==> config.mk <==
export PLATFORM = sky130hd
export DESIGN_NAME = motor_pwm_driver
export DESIGN_NICKNAME = d
export VERILOG_FILES = /design/src/rtl/motor_pwm_pkg.sv /design/src/rtl/motor_pwm_driver_channel.sv /design/src/rtl/motor_pwm_driver.sv
export SDC_FILE = /design/constraint.sdc
export NUM_CORES = 1
export LEC_CHECK = 0
export CAP_MARGIN = 20
export CORE_ASPECT_RATIO = 0.7
export CORE_MARGIN = 2
export CORE_UTILIZATION = 45
export CTS_CLUSTER_DIAMETER = 150
export DETAILED_ROUTE_END_ITERATION = 10
export PLACE_DENSITY = 0.59
export SETUP_SLACK_MARGIN = 0.02
export SYNTH_ARGS = -nofsm -noshare
export SYNTH_HDL_FRONTEND = slang
export SYNTH_SLANG_ARGS = --single-unit
==> constraint.sdc <==
create_clock -name clk_i -period 2.62 [get_ports clk_i]
set_input_delay 0.262 -clock clk_i [delete_from_list [all_inputs] [get_ports clk_i]]
set_output_delay 0.262 -clock clk_i [all_outputs]
set_load 0.01 [all_outputs]
==> src/rtl/motor_pwm_pkg.sv <==
// Shared definitions for the dual H-bridge PWM driver: channel state encoding and defaults.
package motor_pwm_pkg;

  typedef enum logic [3:0] {
    StIdle = 4'b0001,
    StRamp = 4'b0010,
    StRun  = 4'b0100,
    StDead = 4'b1000
  } ch_state_e;

  localparam int unsigned DefCntW    = 8;
  localparam int unsigned DefPeriod  = 255;
  localparam int unsigned DefDutyMax = 200;
  localparam int unsigned DefStep    = 8;
  localparam int unsigned DefRampDiv = 64;
  localparam int unsigned DefDeadCyc = 16;

  // Counter width able to hold 0..n-1, never narrower than one bit.
  function automatic int unsigned cnt_width(int unsigned n);
    return (n > 1) ? $clog2(n) : 1;
  endfunction

endpackage

==> src/rtl/motor_pwm_driver_channel.sv <==
// One H-bridge channel: soft-start ramp, coast dead-time on reversal, shadowed duty and
// registered PWM legs driven from the shared counter.
module motor_channel
  import motor_pwm_pkg::*;
#(
  parameter int unsigned CNT_W    = DefCntW,
  parameter int unsigned DUTY_MAX = DefDutyMax,
  parameter int unsigned STEP     = DefStep,
  parameter int unsigned RAMP_DIV = DefRampDiv,
  parameter int unsigned DEAD_CYC = DefDeadCyc
) (
  input  logic             clk_i,
  input  logic             reset_n,
  input  logic [CNT_W-1:0] i_cnt,
  input  logic             i_wrap,
  input  logic             i_ena_n,
  input  logic             i_dir,
  output logic             o_in1,
  output logic             o_in2,
  output logic             o_run
);

  localparam int unsigned DutyW = CNT_W + 1;
  localparam int unsigned RampW = cnt_width(RAMP_DIV);
  localparam int unsigned DeadW = cnt_width(DEAD_CYC);

  ch_state_e        r_state, w_state_nxt;
  logic [DutyW-1:0] r_duty, w_duty_nxt;
  logic [DutyW-1:0] r_shadow, w_shadow_nxt;
  logic             r_dir, w_dir_nxt;
  logic [RampW-1:0] r_ramp, w_ramp_nxt;
  logic [DeadW-1:0] r_dead, w_dead_nxt;
  logic             r_in1, r_in2, r_run;

  logic [DutyW:0]   w_sum;
  logic [DutyW-1:0] w_ramped;
  logic             w_drive;
  logic             w_on;

  // One extra bit so the saturation test sees the true sum.
  assign w_sum    = {1'b0, r_duty} + (DutyW + 1)'(STEP);
  assign w_ramped = (w_sum >= (DutyW + 1)'(DUTY_MAX)) ? DutyW'(DUTY_MAX) : w_sum[DutyW-1:0];

  always_comb begin
    w_state_nxt = r_state;
    w_duty_nxt  = r_duty;
    w_dir_nxt   = r_dir;
    w_ramp_nxt  = r_ramp;
    w_dead_nxt  = r_dead;
    unique case (r_state)
      StIdle: begin
        w_duty_nxt = '0;
        if (!i_ena_n) begin
          w_dir_nxt   = i_dir;
          w_ramp_nxt  = '0;
          w_state_nxt = StRamp;
        end
      end
      StRamp, StRun: begin
        if (i_ena_n) begin
          w_state_nxt = StIdle;
          w_duty_nxt  = '0;
        end else if (i_dir != r_dir) begin
          w_state_nxt = StDead;
          w_duty_nxt  = '0;
          w_dead_nxt  = '0;
        end else if (r_state == StRamp) begin
          if (r_ramp == RampW'(RAMP_DIV - 1)) begin
            w_ramp_nxt = '0;
            w_duty_nxt = w_ramped;
            if (w_ramped == DutyW'(DUTY_MAX)) begin
              w_state_nxt = StRun;
            end
          end else begin
            w_ramp_nxt = r_ramp + RampW'(1);
          end
        end
      end
      StDead: begin
        w_duty_nxt = '0;
        if (i_ena_n) begin
          w_state_nxt = StIdle;
        end else if (r_dead == DeadW'(DEAD_CYC - 1)) begin
          // Direction is taken only here; toggles during the coast are ignored.
          w_dir_nxt   = i_dir;
          w_ramp_nxt  = '0;
          w_state_nxt = StRamp;
        end else begin
          w_dead_nxt = r_dead + DeadW'(1);
        end
      end
      default: begin
        w_state_nxt = StIdle;
        w_duty_nxt  = '0;
      end
    endcase

    if (w_state_nxt == StIdle || w_state_nxt == StDead) begin
      w_shadow_nxt = '0;
    end else if (i_wrap) begin
      w_shadow_nxt = r_duty;
    end else begin
      w_shadow_nxt = r_shadow;
    end
  end

  // Legs are gated by the next state so IDLE/DEAD entry silences them on the same edge.
  assign w_drive = (w_state_nxt == StRamp) || (w_state_nxt == StRun);
  assign w_on    = w_drive && ({1'b0, i_cnt} < r_shadow);

  always_ff @(posedge clk_i or negedge reset_n) begin
    if (!reset_n) begin
      r_state  <= StIdle;
      r_duty   <= '0;
      r_shadow <= '0;
      r_dir    <= 1'b0;
      r_ramp   <= '0;
      r_dead   <= '0;
      r_in1    <= 1'b0;
      r_in2    <= 1'b0;
      r_run    <= 1'b0;
    end else begin
      r_state  <= w_state_nxt;
      r_duty   <= w_duty_nxt;
      r_shadow <= w_shadow_nxt;
      r_dir    <= w_dir_nxt;
      r_ramp   <= w_ramp_nxt;
      r_dead   <= w_dead_nxt;
      r_in1    <= w_on & r_dir;
      r_in2    <= w_on & ~r_dir;
      r_run    <= (w_state_nxt == StRun);
    end
  end

  assign o_in1 = r_in1;
  assign o_in2 = r_in2;
  assign o_run = r_run;

endmodule

==> src/rtl/motor_pwm_driver.sv <==
// Dual-channel H-bridge PWM driver: shared free-running PWM counter feeding two
// independent soft-start / dead-time channels.
module motor_pwm_driver
  import motor_pwm_pkg::*;
#(
  parameter int unsigned CNT_W    = DefCntW,
  parameter int unsigned PERIOD   = DefPeriod,
  parameter int unsigned DUTY_MAX = DefDutyMax,
  parameter int unsigned STEP     = DefStep,
  parameter int unsigned RAMP_DIV = DefRampDiv,
  parameter int unsigned DEAD_CYC = DefDeadCyc
) (
  input  logic clk_i,
  input  logic reset_n,
  input  logic L_Ena,
  input  logic L_Dir,
  input  logic R_Ena,
  input  logic R_Dir,
  output logic l_in1,
  output logic l_in2,
  output logic r_in1,
  output logic r_in2,
  output logic l_run,
  output logic r_run
);

  logic [CNT_W-1:0] r_cnt;
  logic             w_wrap;

  assign w_wrap = (r_cnt == CNT_W'(PERIOD));

  always_ff @(posedge clk_i or negedge reset_n) begin
    if (!reset_n) begin
      r_cnt <= '0;
    end else if (w_wrap) begin
      r_cnt <= '0;
    end else begin
      r_cnt <= r_cnt + CNT_W'(1);
    end
  end

  motor_channel #(
    .CNT_W    (CNT_W),
    .DUTY_MAX (DUTY_MAX),
    .STEP     (STEP),
    .RAMP_DIV (RAMP_DIV),
    .DEAD_CYC (DEAD_CYC)
  ) u_left (
    .clk_i   (clk_i),
    .reset_n (reset_n),
    .i_cnt   (r_cnt),
    .i_wrap  (w_wrap),
    .i_ena_n (L_Ena),
    .i_dir   (L_Dir),
    .o_in1   (l_in1),
    .o_in2   (l_in2),
    .o_run   (l_run)
  );

  motor_channel #(
    .CNT_W    (CNT_W),
    .DUTY_MAX (DUTY_MAX),
    .STEP     (STEP),
    .RAMP_DIV (RAMP_DIV),
    .DEAD_CYC (DEAD_CYC)
  ) u_right (
    .clk_i   (clk_i),
    .reset_n (reset_n),
    .i_cnt   (r_cnt),
    .i_wrap  (w_wrap),
    .i_ena_n (R_Ena),
    .i_dir   (R_Dir),
    .o_in1   (r_in1),
    .o_in2   (r_in2),
    .o_run   (r_run)
  );

endmodule
==> reports/results.ini, run 1 <==
[place]
gp_congestion=0.827
dp_hpwl_um=6690
port_buffers=11
dp_cells=617

[timing]
worstMarginPinSlew_ns=0.736
setup_tns_ns=0
period_needed_ns=2.19
skew_ns=0.00874
whs_ns=0.493
slew_violations=0
finalSetupViolations=0
rsz0062_at_grt=false
post-route-period-util=0.835
hold_violations=0
max_slew_margin=0.508
max_freq_mhz=457

[worst_setup_path]
rr_endpoint=u_right.r_state[1]
crit_arrival_ns=2.42
path_max_fanout=10
cp-end-kind=flip-flop
reg2reg_from=u_right.r_duty[3]
cp.required_ns=2.85
timing.critical_path.mode_cell=a31o_1
cp_cell_sequence=ha_1, nand2_1, or3b_2, a32o_1, a31o_1, a31o_1
cp_slowest_cell=dfrtp_1
worstRegToRegCells=6
startpoint_type=flip-flop
reg2reg_slack_ns=0.43
cp_slowest_stage_delay_ns=0.53
path_class=flip-flop to flip-flop

[route]
drtIter0Drc=286
vias=3577
wl_met2_um=4100
met3_wirelength_um=338
vias_per_cell=5.64
wl_um=9490
drc_errors=0
top_layer_used=met4
met1_length_um=4970
antenna_left=0
wl_per_cell_um=15.0
drt_first_pass_iters=5

[pwr]
ir_drop_mv=0.331
power_density_nw_per_um2=627
p_leak_uw=0.00224
total_power_uw=3170

[finish]
nets=528
diodes=0
finalCoreUtilization=0.521
instances_no_fill=634
area_growth_syn_to_layout_pct=12.6
drive_above_1_share=0.0909

[flow_run]
cap_violations=0

[logic_synthesis]
yosys_most_used_dff=dfrtp_1
yosysWarnings=0
postSynthCellCount=491
ys_ff_latch=80
ys_types=65
synthesis.area_um2=4500
syn-num-nets=518
syn_avg_cell_area_um2=9.16
yosysSeqAreaShare=0.446
synth_edf_count=0
synthArstFlopShare=1.00

[cts]
cts.path.max_buffers=2
cts_buffers=9
cts_tree=done
cts.sink_count=80
post_cts_buffers=0
htreeDepth=3
insertion_delay_ns=0.34
root_buffer=clkbuf_16
clk_pin_slew_ns=0.06

[floorplanning]
core_area_um2=9720
die_width_um=123
die_h_um=87.6
num_rows=30
start_util=0.462
ios=12
die-area_um2=10800

[global_routing]
grt_use_total=0.191
gr-total-overflow=0
grt_pass1_wl_um=16000
grt_pass1_vias=3311
grt_max_degree=51
antenna_found_initial=0

[hold_path]
min_path_type=flip-flop to flip-flop
hp-start=u_right.r_ramp[5]
hold-path-endpoint=u_right.r_ramp[5]
hold_depth=1

[outcome]
status=complete, no violations

critical path, delay by kind of cell, from the launching register on:
| family | cells | cell delay (ns) |
|---|---|---|
| flip-flops | 1 | 0.53 |
| AND/OR/NAND/NOR | 2 | 0.51 |
| adder cells (fa/ha/maj) | 1 | 0.31 |
| AO/OA/AOI/OAI | 3 | 0.74 |
through the flow:
stage | area, um^2 | worst slack (ns)
6_report | 5060 | 0.433
5_1_grt | 5060 | 0.299
4_1_cts | 5060 | 0.472
3_5_place_dp | 4740 | 0.458
3_3_place_gp | 4740 | 0.518
2_1_floorplan | 4500 | 0.680
kinds of logic after synthesis:
family | after synthesis | synth area share
buffers and inverters | 52 | 0.0465
multiplexers | 6 | 0.0150
adder cells (fa/ha/maj) | 21 | 0.0584
XOR/XNOR | 13 | 0.0253
AND/OR/NAND/NOR | 197 | 0.227
AO/OA/AOI/OAI | 122 | 0.181
flip-flops | 80 | 0.446
flip-flops by register name (all words and copies together), names as in the netlist, 6 cells and up:
name	count
r_cnt	8
u_left.r_duty	9
u_left.r_ramp	6
u_left.r_shadow	9
u_right.r_duty	9
u_right.r_ramp	6
u_right.r_shadow	9
cell usage in the layout (no fill, tap or decap), types with 3 or more instances in the layout:
| cell | synthesis | final |
|---|---|---|
| a211oi_1 | 5 | 5 |
| a21o_1 | 7 | 7 |
| a21oi_1 | 39 | 39 |
| a22o_1 | 4 | 4 |
| a31oi_1 | 4 | 4 |
| and3_1 | 7 | 7 |
| buf_4 | 0 | 8 |
| clkbuf_16 | 0 | 9 |
| clkdlybuf4s50_1 | 0 | 10 |
| clkinvlp_4 | 0 | 3 |
| dfrtp_1 | 78 | 78 |
| ha_1 | 21 | 21 |
| inv_1 | 31 | 31 |
| mux2_2 | 6 | 6 |
| nand2_1 | 67 | 67 |
| nand2b_1 | 10 | 10 |
| nand3_1 | 23 | 23 |
| nand3b_1 | 3 | 3 |
| nand4_1 | 13 | 13 |
| nor2_1 | 28 | 28 |
| nor2b_1 | 7 | 7 |
| nor3_1 | 9 | 9 |
| nor4b_1 | 3 | 3 |
| o211a_1 | 4 | 4 |
| o211ai_1 | 6 | 6 |
| o21a_1 | 4 | 4 |
| o21ai_0 | 24 | 24 |
| o31ai_1 | 6 | 6 |
| or3_1 | 5 | 5 |
| or3b_2 | 3 | 3 |
| xnor2_1 | 4 | 4 |
| xor2_1 | 9 | 9 |
layout make-up:
| cell class | instances | area [um^2] |
|---|---|---|
| clock buffers | 12 | 256 |
| well taps | 128 | 160 |
| repair buffers | 20 | 190 |
| multi-input cells | 359 | 2280 |
| fillers | 878 | 4660 |
| flip-flops and latches | 80 | 2000 |
| clock inverters | 4 | 52.6 |
| inverters | 31 | 116 |
worst max path at each step:
| stage | startpoint | endpoint | slack [ns] | cells past startpoint |
|---|---|---|---|---|
| global placement | u_right.r_duty[3] | u_right.r_state[1] | 0.52 | 6 |
| global route | u_left.r_duty[3] | u_left.o_run | 0.30 | 6 |
| finish | u_right.r_duty[3] | u_right.r_state[1] | 0.43 | 6 |
| detailed placement | R_Dir | u_right.r_ramp[3] | 0.46 | 6 |
| CTS | u_left.r_duty[3] | u_left.r_state[2] | 0.47 | 6 |
| floorplan | u_right.r_state[3] | u_right.r_state[1] | 0.68 | 6 |
cells in the mapped netlist, types with 5 or more instances:
library cell / count / area share
o211ai_1: 6 / 0.010
nand2_1: 67 / 0.056
o21ai_0: 24 / 0.027
xor2_1: 9 / 0.018
mux2_2: 6 / 0.015
a21oi_1: 39 / 0.043
clkbuf_1: 14 / 0.012
nor2b_1: 7 / 0.0097
dfrtp_1: 78 / 0.43
or3_1: 5 / 0.0070
nand3_1: 23 / 0.026
inv_1: 31 / 0.026
a21o_1: 7 / 0.012
o31ai_1: 6 / 0.010
buf_2: 5 / 0.0056
ha_1: 21 / 0.058
a211oi_1: 5 / 0.0084
and3_1: 7 / 0.0097
nand2b_1: 10 / 0.014
nor3_1: 9 / 0.010
nand4_1: 13 / 0.018
nor2_1: 28 / 0.023
per-layer routing:
metal	global-route usage	vias up
li1	-	1776
met1	0.279	1721
met2	0.274	73
met3	0.0495	7
met4	0.0640	0
met5	0	-
report_power, final:
group          internal [uW]  switching, uW  total (uW)
logic                    188            264         453
clock network            790            501        1290
registers               1330            101        1430
total                   2310            866        3170
timing repair:
| item | CTS | global route |
|---|---|---|
| gates resized for setup | 0 | 0 |
| endpoints found under the setup margin | 0 | 0 |
| hold buffers | 1 | 0 |
| hold endpoints to repair | 48 | 0 |
No activity file was read; power rests on OpenSTA's default activity.
==> run 2: changes to the inputs <==
PLACE_DENSITY = 0.62   (was 0.59)
clock period = 2 ns   (was 2.62 ns; I/O delays follow)
==> run 2 against run 1 <==
Worst hold slack got worse by 0.18 ns. Clock skew is 0.0054 ns lower. Utilization rose by 4.4 points. Critical endpoint is now u_left.r_ramp[0]. Worst setup slack worse by 0.37 ns. Clock-buffer cell count is 2 lower. First-iteration DRC count rose by 9.1%.
==> reports/results.ini, run 2 (synthesis gave the netlist of run 1 again) <==
[pwr]
swShare=0.260
p_sw_uw=1170
p_leak_uw=0.00245
p_comb_frac=0.173
pwr-share-clk=0.409
ir_drop_mv=0.429
p_int_uw=3340
power_density_nw_per_um2=822
total_power_uw=4510
p_seq_frac=0.417

[worst_setup_path]
cp_slowest_stage_delay_ns=0.42
rr_endpoint=u_left.r_ramp[0]
path_class=flip-flop to flip-flop
path_max_fanout=5
cp_top_family=compound AO/OA/AOI/OAI gates
reg2reg_slack_ns=0.06
worstRegToRegCells=6
path_buf_inv=0
cp_cell_sequence=ha_4, nand3_2, o21a_1, o31a_1, or2_1, mux2_2
cp-startpoint=u_left.r_dead[0]
cp_slowest_cell=dfrtp_1
crit_arrival_ns=2.16
cp-end-kind=flip-flop
cp.required_ns=2.22
startpoint_type=flip-flop
reg2reg_from=u_left.r_dead[0]

[route]
vias=3699
drt_first_pass_iters=5
drc_errors=0
drtIter0Drc=312
vias_per_cell=5.53
wl_um=9980
antenna_left=0
wl_per_cell_um=14.9

[finish]
layout_commonest_cell=dfrtp_1
nets=563
finalInstanceArea_um2=5490
diodes=0
drive_above_1_share=0.187
layout_common_cells=dfrtp_1 (73), nand2_1 (67), buf_4 (39)
area_growth_syn_to_layout_pct=22.2

[global_routing]
antenna_found_initial=0
grt_pass1_vias=3472
grt_max_degree=56
grt_pass1_wl_um=17200
grt_use_total=0.202
gr-total-overflow=0

[place]
gp_congestion=0.856
dp_hpwl_um=6960
port_buffers=11
dpl_cell_area_um2=4980

[timing]
post-route-period-util=0.970
rsz0062_at_grt=false
max_slew_margin=0.686
hold_violations=0
finalSetupViolations=0
slew_violations=0
worstMarginPinSlew_ns=0.466
max_freq_mhz=515
period_needed_ns=1.94
skew_ns=0.00331

[flow_run]
cap_violations=0

[floorplanning]
start_util=0.462
num_rows=30
die_width_um=123
core_area_um2=9720
die_h_um=87.6
ios=12
die-area_um2=10800

[cts]
cts_buffers=9
root_buffer=clkbuf_16
insertion_delay_ns=0.34
cts_tree=done
clk_pin_slew_ns=0.06
htreeDepth=3
cts.sink_count=80
cts.path.max_buffers=2

[outcome]
status=complete, no violations

[hold_path]
min_path_type=input port to async pin

[run 2: changes by cell type in the layout (fill, tap and decap cells not counted), moves of 3 or more]
cell and change:
buf_4 +31, dfrtp_1 -5, dfrtp_2 +5, ha_1 -4
ha_4 +3
[run 2: final cells by class]
class	instances	area [um^2]
flip-flops and latches	80	2010
clock inverters	6	108
inverters	31	116
multi-input cells	359	2380
well taps	128	160
repair buffers	55	485
clock buffers	10	229
fillers	827	4230
[run 2: per-layer routing]
layer	vias up	GRT usage	part of all wire	wire, um
met2	86	0.278	0.41	4110
met5	-	0	0	0
met3	10	0.0566	0.053	526
met1	1759	0.313	0.53	5270
li1	1844	-	-	-
met4	0	0.0434	0.0076	76
[run 2: power groups by stage]
stage / logic [uW] / clock network, uW / registers [uW]
after floorplan: 451 / 0 / 1860
after global placement: 674 / 0 / 1880
after detailed placement: 694 / 0 / 1890
after CTS: 700 / 1890 / 1860
after global routing: 878 / 1970 / 1900
final: 782 / 1850 / 1880
[run 2: how the worst max path moves through the flow]
stage,endpoint,cells after the start,slack (ns)
after detailed placement,u_right.r_dead[3],6,-0.05
after floorplan,u_right.r_state[1],6,0.06
after global routing,u_left.r_ramp[5],6,0.002
final,u_left.r_ramp[0],6,0.06
after global placement,u_right.r_dead[3],6,-0.008
after CTS,u_right.r_state[1],5,0.03
[run 2: what timing repair did]
item | 4_1_cts | 5_1_grt
cloned | 0 | 0
endpoints found under the setup margin | 2 | 41
resized for setup | 0 | 28
buffers inserted | 0 | 7
hold endpoints to repair | 23 | 0
hold buffers | 1 | 0
pin swaps | 1 | 6
[run 2: metrics by stage]
stage          setup WS [ns]  TNS [ns]  hold WS (ns)  instances   util
6_report              0.0600         0         0.316        669  0.565
5_1_grt              0.00233         0         0.346        669  0.565
4_1_cts               0.0255         0         0.317        662  0.548
3_5_place_dp         -0.0463   -0.0463         0.140        645  0.512
3_3_place_gp        -0.00834  -0.00834         0.136        645  0.512
2_1_floorplan         0.0605         0       -0.0956        491      -
